`config.mk`:
```
export PLATFORM = sky130hd
export DESIGN_NAME = alu_rs_flat
export DESIGN_NICKNAME = d
export VERILOG_FILES = /design/src/rtl/alu_rs_if.sv /design/src/rtl/alu_rs.sv /design/src/flat_wrapper.sv
export SDC_FILE = /design/constraint.sdc
export NUM_CORES = 1
export LEC_CHECK = 0
export BUFFER_PORTS_ARGS = -buffer_cell sky130_fd_sc_hd__buf_2
export CORE_ASPECT_RATIO = 0.8
export CORE_MARGIN = 4
export CORE_UTILIZATION = 30
export DETAILED_ROUTE_END_ITERATION = 8
export GPL_TIMING_DRIVEN = 0
export PLACE_DENSITY = 0.49
export RECOVER_POWER = 25
export SLEW_MARGIN = 15
export SYNTH_ARGS = -nofsm -noshare
export SYNTH_HDL_FRONTEND = slang
export SYNTH_SLANG_ARGS = --single-unit
```
`constraint.sdc`:
```
create_clock -name clk -period 2 [get_ports clk]
set_clock_uncertainty 0.05 [all_clocks]
set_input_delay 0.4 -clock clk [delete_from_list [all_inputs] [get_ports clk]]
set_output_delay 0.4 -clock clk [all_outputs]
set_load 0.02 [all_outputs]
```
`src/rtl/alu_rs_if.sv`:
```
// alu_rs_if: shared micro-op types plus the dispatch / CDB / issue bundle of the ALU reservation station.
package tomasula_types;
  localparam int TAG_MAX = 8;
  typedef enum logic [1:0] {ARITH = 2'd0, IMM = 2'd1, MEM = 2'd2, BR = 2'd3} op_t;
  typedef struct packed {
    op_t               op;
    logic [31:0]       src1_data;
    logic [31:0]       src2_data;
    logic [2:0]        funct3;
    logic              funct7;
    logic [TAG_MAX-1:0] tag;
    logic              load;
  } alu_word;
endpackage

interface alu_rs_if #(parameter int TAG_W = 3);
  logic                   flush;
  logic                   disp_valid;
  tomasula_types::op_t    disp_op;
  logic [2:0]             disp_funct3;
  logic                   disp_funct7;
  logic [TAG_W-1:0]       disp_dest;
  logic                   disp_rdy1;
  logic [31:0]            disp_val1;
  logic [TAG_W-1:0]       disp_tag1;
  logic                   disp_rdy2;
  logic [31:0]            disp_val2;
  logic [TAG_W-1:0]       disp_tag2;
  logic                   rs_full;
  logic                   cdb_valid;
  logic [TAG_W-1:0]       cdb_tag;
  logic [31:0]            cdb_data;
  logic                   alu_ready;
  tomasula_types::alu_word alu_word;
  modport master (
    output flush, disp_valid, disp_op, disp_funct3, disp_funct7, disp_dest,
           disp_rdy1, disp_val1, disp_tag1, disp_rdy2, disp_val2, disp_tag2,
           cdb_valid, cdb_tag, cdb_data, alu_ready,
    input  rs_full, alu_word
  );
  modport slave (
    input  flush, disp_valid, disp_op, disp_funct3, disp_funct7, disp_dest,
           disp_rdy1, disp_val1, disp_tag1, disp_rdy2, disp_val2, disp_tag2,
           cdb_valid, cdb_tag, cdb_data, alu_ready,
    output rs_full, alu_word
  );
endinterface

```
`src/rtl/alu_rs.sv`:
```
// alu_rs: integer ALU reservation station; holds micro-ops until both operands arrive, snoops the CDB, issues lowest ready index.
module alu_rs #(
  parameter int DEPTH = 4,
  parameter int TAG_W = 3
) (
  input  logic     clk,
  input  logic     rst_n,
  alu_rs_if.slave  bus
);
  localparam int IW = $clog2(DEPTH);
  localparam int TM = tomasula_types::TAG_MAX;
  typedef struct packed {
    logic                valid;
    tomasula_types::op_t op;
    logic [2:0]          funct3;
    logic                funct7;
    logic [TAG_W-1:0]    dest;
    logic                rdy1;
    logic [31:0]         val1;
    logic [TAG_W-1:0]    tag1;
    logic                rdy2;
    logic [31:0]         val2;
    logic [TAG_W-1:0]    tag2;
  } ent_t;
  ent_t                    r_ent [DEPTH];
  tomasula_types::alu_word r_out;
  logic                    w_full, w_has_iss, w_iss, w_disp, w_fwd1, w_fwd2;
  logic [IW-1:0]           w_free, w_sel;
  ent_t                    w_new;
  always_comb begin
    w_full    = 1'b1;
    w_has_iss = 1'b0;
    w_free    = '0;
    w_sel     = '0;
    for (int i = DEPTH - 1; i >= 0; i--) begin
      w_full = w_full & r_ent[i].valid;
      if (!r_ent[i].valid) w_free = IW'(i);
      if (r_ent[i].valid && r_ent[i].rdy1 && r_ent[i].rdy2) begin
        w_has_iss = 1'b1;
        w_sel     = IW'(i);
      end
    end
  end
  assign w_iss  = w_has_iss & bus.alu_ready;
  assign w_disp = bus.disp_valid & ~w_full;
  // A producer broadcasting in the dispatch cycle would otherwise be missed forever.
  assign w_fwd1 = bus.cdb_valid & ~bus.disp_rdy1 & (bus.disp_tag1 == bus.cdb_tag);
  assign w_fwd2 = bus.cdb_valid & ~bus.disp_rdy2 & (bus.disp_tag2 == bus.cdb_tag);
  assign w_new = '{
    valid:  1'b1,
    op:     bus.disp_op,
    funct3: bus.disp_funct3,
    funct7: bus.disp_funct7,
    dest:   bus.disp_dest,
    rdy1:   bus.disp_rdy1 | w_fwd1,
    val1:   w_fwd1 ? bus.cdb_data : bus.disp_val1,
    tag1:   bus.disp_tag1,
    rdy2:   bus.disp_rdy2 | w_fwd2,
    val2:   w_fwd2 ? bus.cdb_data : bus.disp_val2,
    tag2:   bus.disp_tag2
  };
  always_ff @(posedge clk or negedge rst_n) begin
    if (!rst_n) begin
      for (int i = 0; i < DEPTH; i++) r_ent[i] <= '0;
      r_out <= '0;
    end else if (bus.flush) begin
      for (int i = 0; i < DEPTH; i++) r_ent[i].valid <= 1'b0;
      r_out.load <= 1'b0;
    end else begin
      for (int i = 0; i < DEPTH; i++) begin
        if (r_ent[i].valid && !r_ent[i].rdy1 && bus.cdb_valid && r_ent[i].tag1 == bus.cdb_tag) begin
          r_ent[i].rdy1 <= 1'b1;
          r_ent[i].val1 <= bus.cdb_data;
        end
        if (r_ent[i].valid && !r_ent[i].rdy2 && bus.cdb_valid && r_ent[i].tag2 == bus.cdb_tag) begin
          r_ent[i].rdy2 <= 1'b1;
          r_ent[i].val2 <= bus.cdb_data;
        end
        if (w_iss && w_sel == IW'(i)) r_ent[i].valid <= 1'b0;
        if (w_disp && w_free == IW'(i)) r_ent[i] <= w_new;
      end
      if (w_iss)
        r_out <= '{
          op:        r_ent[w_sel].op,
          src1_data: r_ent[w_sel].val1,
          src2_data: r_ent[w_sel].val2,
          funct3:    r_ent[w_sel].funct3,
          funct7:    r_ent[w_sel].funct7,
          tag:       TM'(r_ent[w_sel].dest),
          load:      1'b1
        };
      else
        r_out.load <= 1'b0;
    end
  end
  assign bus.rs_full  = w_full;
  assign bus.alu_word = r_out;
endmodule

```
`src/flat_wrapper.sv`:
```
// flat-port wrapper written by rule: the top's interface ports become plain ports
module alu_rs_flat 
#(
  parameter int DEPTH = 4,
  parameter int TAG_W = 3
)
  (clk, rst_n, bus_flush, bus_disp_valid, bus_disp_op, bus_disp_funct3, bus_disp_funct7, bus_disp_dest, bus_disp_rdy1, bus_disp_val1, bus_disp_tag1, bus_disp_rdy2, bus_disp_val2, bus_disp_tag2, bus_cdb_valid, bus_cdb_tag, bus_cdb_data, bus_alu_ready, bus_rs_full, bus_alu_word);
  alu_rs_if #(.TAG_W(TAG_W)) bus_i ();
  input  logic clk;
  input  logic rst_n;
  input wire logic [$bits(bus_i.flush)-1:0] bus_flush;
  input wire logic [$bits(bus_i.disp_valid)-1:0] bus_disp_valid;
  input wire logic [$bits(bus_i.disp_op)-1:0] bus_disp_op;
  input wire logic [$bits(bus_i.disp_funct3)-1:0] bus_disp_funct3;
  input wire logic [$bits(bus_i.disp_funct7)-1:0] bus_disp_funct7;
  input wire logic [$bits(bus_i.disp_dest)-1:0] bus_disp_dest;
  input wire logic [$bits(bus_i.disp_rdy1)-1:0] bus_disp_rdy1;
  input wire logic [$bits(bus_i.disp_val1)-1:0] bus_disp_val1;
  input wire logic [$bits(bus_i.disp_tag1)-1:0] bus_disp_tag1;
  input wire logic [$bits(bus_i.disp_rdy2)-1:0] bus_disp_rdy2;
  input wire logic [$bits(bus_i.disp_val2)-1:0] bus_disp_val2;
  input wire logic [$bits(bus_i.disp_tag2)-1:0] bus_disp_tag2;
  input wire logic [$bits(bus_i.cdb_valid)-1:0] bus_cdb_valid;
  input wire logic [$bits(bus_i.cdb_tag)-1:0] bus_cdb_tag;
  input wire logic [$bits(bus_i.cdb_data)-1:0] bus_cdb_data;
  input wire logic [$bits(bus_i.alu_ready)-1:0] bus_alu_ready;
  output wire logic [$bits(bus_i.rs_full)-1:0] bus_rs_full;
  output wire logic [$bits(bus_i.alu_word)-1:0] bus_alu_word;
  assign bus_i.flush = bus_flush;
  assign bus_i.disp_valid = bus_disp_valid;
  assign bus_i.disp_op = bus_disp_op;
  assign bus_i.disp_funct3 = bus_disp_funct3;
  assign bus_i.disp_funct7 = bus_disp_funct7;
  assign bus_i.disp_dest = bus_disp_dest;
  assign bus_i.disp_rdy1 = bus_disp_rdy1;
  assign bus_i.disp_val1 = bus_disp_val1;
  assign bus_i.disp_tag1 = bus_disp_tag1;
  assign bus_i.disp_rdy2 = bus_disp_rdy2;
  assign bus_i.disp_val2 = bus_disp_val2;
  assign bus_i.disp_tag2 = bus_disp_tag2;
  assign bus_i.cdb_valid = bus_cdb_valid;
  assign bus_i.cdb_tag = bus_cdb_tag;
  assign bus_i.cdb_data = bus_cdb_data;
  assign bus_i.alu_ready = bus_alu_ready;
  assign bus_rs_full = bus_i.rs_full;
  assign bus_alu_word = bus_i.alu_word;
  alu_rs #(.DEPTH(DEPTH), .TAG_W(TAG_W)) u_core (.clk(clk), .rst_n(rst_n), .bus(bus_i));
endmodule
```
==> results.sh <==
export IMPL_cts_buffer_depth=3
export IMPL_tightest_slew_ns=1.00
export IMPL_portBuffers=193
export IMPL_ys_warnings_count=0
export IMPL_grt_remaining_overflow=0
export IMPL_die_w_um=313
export IMPL_leakagePower_nw=12.5
export IMPL_io_pins=202
export IMPL_crit_type="reg2out"
export IMPL_drive_gt1_frac=0.332
export IMPL_crit_path_max_incr_delay_ns=0.48
export IMPL_slew_viol_final=0
export IMPL_h_tree_depth=2
export IMPL_drt_antenna_violating_nets=0
export IMPL_synth_seq_cells=402
export IMPL_worst_setup_path_start_kind="flop"
export IMPL_async_flop_share=1.00
export IMPL_firstDrtPassIters=6
export IMPL_netlist_cell_type_count=45
export IMPL_grt_pass1_wl_mm=155
export IMPL_clk_pin_slew_ns=0.06
export IMPL_synth_top_flop_cell="dfrtp_1"
export IMPL_synth_edff_count=0
export IMPL_antenna_found_initial=6
export IMPL_power_density_mw_per_mm2=977
export IMPL_grt_pass1_vias=21100
export IMPL_setup_tns_final_ns=-28.47
export IMPL_finalCritPeriodShare=1.14
export IMPL_cts_buffers=47
export IMPL_cts_tree="done"
export IMPL_min_delay_path_class="in2reg"
export IMPL_synth_top_area_cell="dfrtp_1"
export IMPL_synth_area_leaders="dfrtp_1 (45%), mux2_2 (13%), o211ai_1 (6.4%), nand2_1 (5.6%), o21ai_0 (3.3%)"
export IMPL_via_count=21400
export IMPL_crit_top_cell="buf_6"
export IMPL_layout_common_cells="dfrtp_1 (397), nand2_1 (296), buf_2 (226)"
export IMPL_rsz0062_at_grt="yes"
export IMPL_design_area_mm2=0.0289
export IMPL_start_util=0.303
export IMPL_avgSynthCellArea_um2=9.73
export IMPL_max_freq_ghz=0.439
export IMPL_arrival_ns=1.83
export IMPL_peakVddDrop_uv=619
export IMPL_finalSetupViolations=328
export IMPL_routed_via_density=5.84
export IMPL_area_growth_pct=29.3
export IMPL_finalHoldViolations=0
export IMPL_critPathMaxFanout=9
export IMPL_hpwlAfterDp_mm=75.8
export IMPL_seq_area_mm2=0.0101
export IMPL_drcViolationCount=0
export IMPL_grt_usage=0.268
export IMPL_initialDrtViolationCount=2604
export IMPL_worst_ep_required_time_ns=1.55
export IMPL_synth_seq_area_share=0.450
export IMPL_holdWs_ns=0.0240
export IMPL_status="complete, but fails checks"
export IMPL_clkSinkCount=402
export IMPL_path_cells="and3_4 > buf_6 > buf_12 > and2_4 > buf_6"
export IMPL_post_route_util=0.392
export IMPL_synth_top_area_frac=0.450
export IMPL_root_buffer="clkbuf_16"
export IMPL_fin_crit_ns=2.28
export IMPL_die_h_um=252
export IMPL_dpl_cell_area_mm2=0.0247
export IMPL_fillers=7235
export IMPL_rows=89
export IMPL_final_net_count=2737
export IMPL_coreArea_mm2=0.0738
export IMPL_final_common_cell="dfrtp_1"
export IMPL_dieArea_mm2=0.0790
export IMPL_cap_violations=0
export IMPL_multi_input_area_mm2=0.0121
export IMPL_path_delay_family="flip-flops"
export IMPL_routed_wirelength_mm=111
export IMPL_cp_end_kind="output pin"
export IMPL_relSlewSlack=0.332
export IMPL_cp_num_buf_inv=3
export IMPL_violations="setup timing"
export IMPL_synth_area_mm2=0.0224
export IMPL_wl_per_cell_um=30.4
export IMPL_grt_max_degree=96
export IMPL_syn_inst=2298
export IMPL_clk_latency_ns=0.61
export IMPL_setup_ws_ns=-0.279
export IMPL_routabilityCongestion=0.939
export IMPL_worst_path_max_delay_cell="dfrtp_2"
-- registers in the layout, indices dropped and copies added (netlist names) --
| register | count |
|---|---|
| u_core.r_ent | 328 |
| u_core.bus.alu_word | 74 |
-- metal layers --
layer,vias up,track usage,share of wire
met2,1275,0.393,0.42
li1,9072,-,-
met3,220,0.0748,0.11
met1,10800,0.381,0.44
met5,-,0,0.00012
met4,2,0.0887,0.033
-- cell families after synthesis --
kind of cell | share of synthesized area
and+or+nand+nor | 0.164
AOI/OAI and AO/OA | 0.172
DFF | 0.450
muxes | 0.156
buffers and inverters | 0.0445
xor gates and xnor gates | 0.0138
other | 0.000168
-- final timing paths --
check,from,to,slack [ns],cells past startpoint
max in group asynchronous,rst_n,u_core.r_ent[268]$_DFFE_PN0P_,-0.11,4
worst max-delay path,u_core.r_ent[163]$_DFFE_PN0P_,bus_rs_full,-0.28,5
worst min register to register,u_core.r_ent[260]$_DFFE_PN0P_,u_core.r_ent[260]$_DFFE_PN0P_,0.43,2
worst min-delay path,bus_disp_funct3[1],u_core.r_ent[159]$_DFFE_PN0P_,0.02,2
min in group asynchronous,rst_n,u_core.r_ent[152]$_DFFE_PN0P_,0.27,2
worst max register to register,u_core.r_ent[317]$_DFFE_PN0P_,u_core.bus.alu_word[59]$_DFFE_PN0P_,-0.19,7
-- layout make-up --
class / count / share of cell area
multi-input cells: 1681 / 0.420
flip-flops and latches: 402 / 0.348
repair buffers: 270 / 0.0707
plain buffers: 213 / 0.0623
clock buffers: 67 / 0.0475
well taps: 1001 / 0.0433
clock inverters: 18 / 0.00766
diodes: 5 / 0.000433
-- what timing repair did --
item	in CTS	in global routing
buffers inserted	34	20
gates resized for setup	341	270
hold endpoints to repair	45	0
hold buffers	1	0
endpoints found under the setup margin	388	345
gates cloned	5	14
pin swaps	27	28
-- synthesized netlist by cell type (all sizes together) (2+ instances only) --
library cell  count
mux2i            64
a21oi            57
clkbuf          116
xnor2            30
nor2b             3
and3b            70
nor2             79
a31oi            73
nand4            70
o21ai           149
and4              2
dfrtp           402
and2             25
o31ai             2
nand2b            3
or4               2
nand2           336
mux2            252
a21o             73
buf             103
o22ai             2
a41oi             5
a2bb2oi           4
nand3           143
o21a              2
and3              5
nor4bb            2
a221oi           24
nor3              3
o211ai          192
-- through the flow --
stage | worst slack (ns) | power [mW] | cells
after floorplan | 0.0315 | 15.2 | 2302
after global placement | -7.94 | 18.0 | 3496
after detailed placement | -1.66 | 18.2 | 3500
after CTS | -0.313 | 27.7 | 3620
after global routing | -0.303 | 29.5 | 3656
final | -0.279 | 28.3 | 3657
-- power by group --
group	switching (mW)	internal, mW	total [mW]
sequential	1.43	10.1	11.6
clock	3.74	5.41	9.15
combinational	4.35	3.18	7.53
Power figures use the tool's default switching activity.
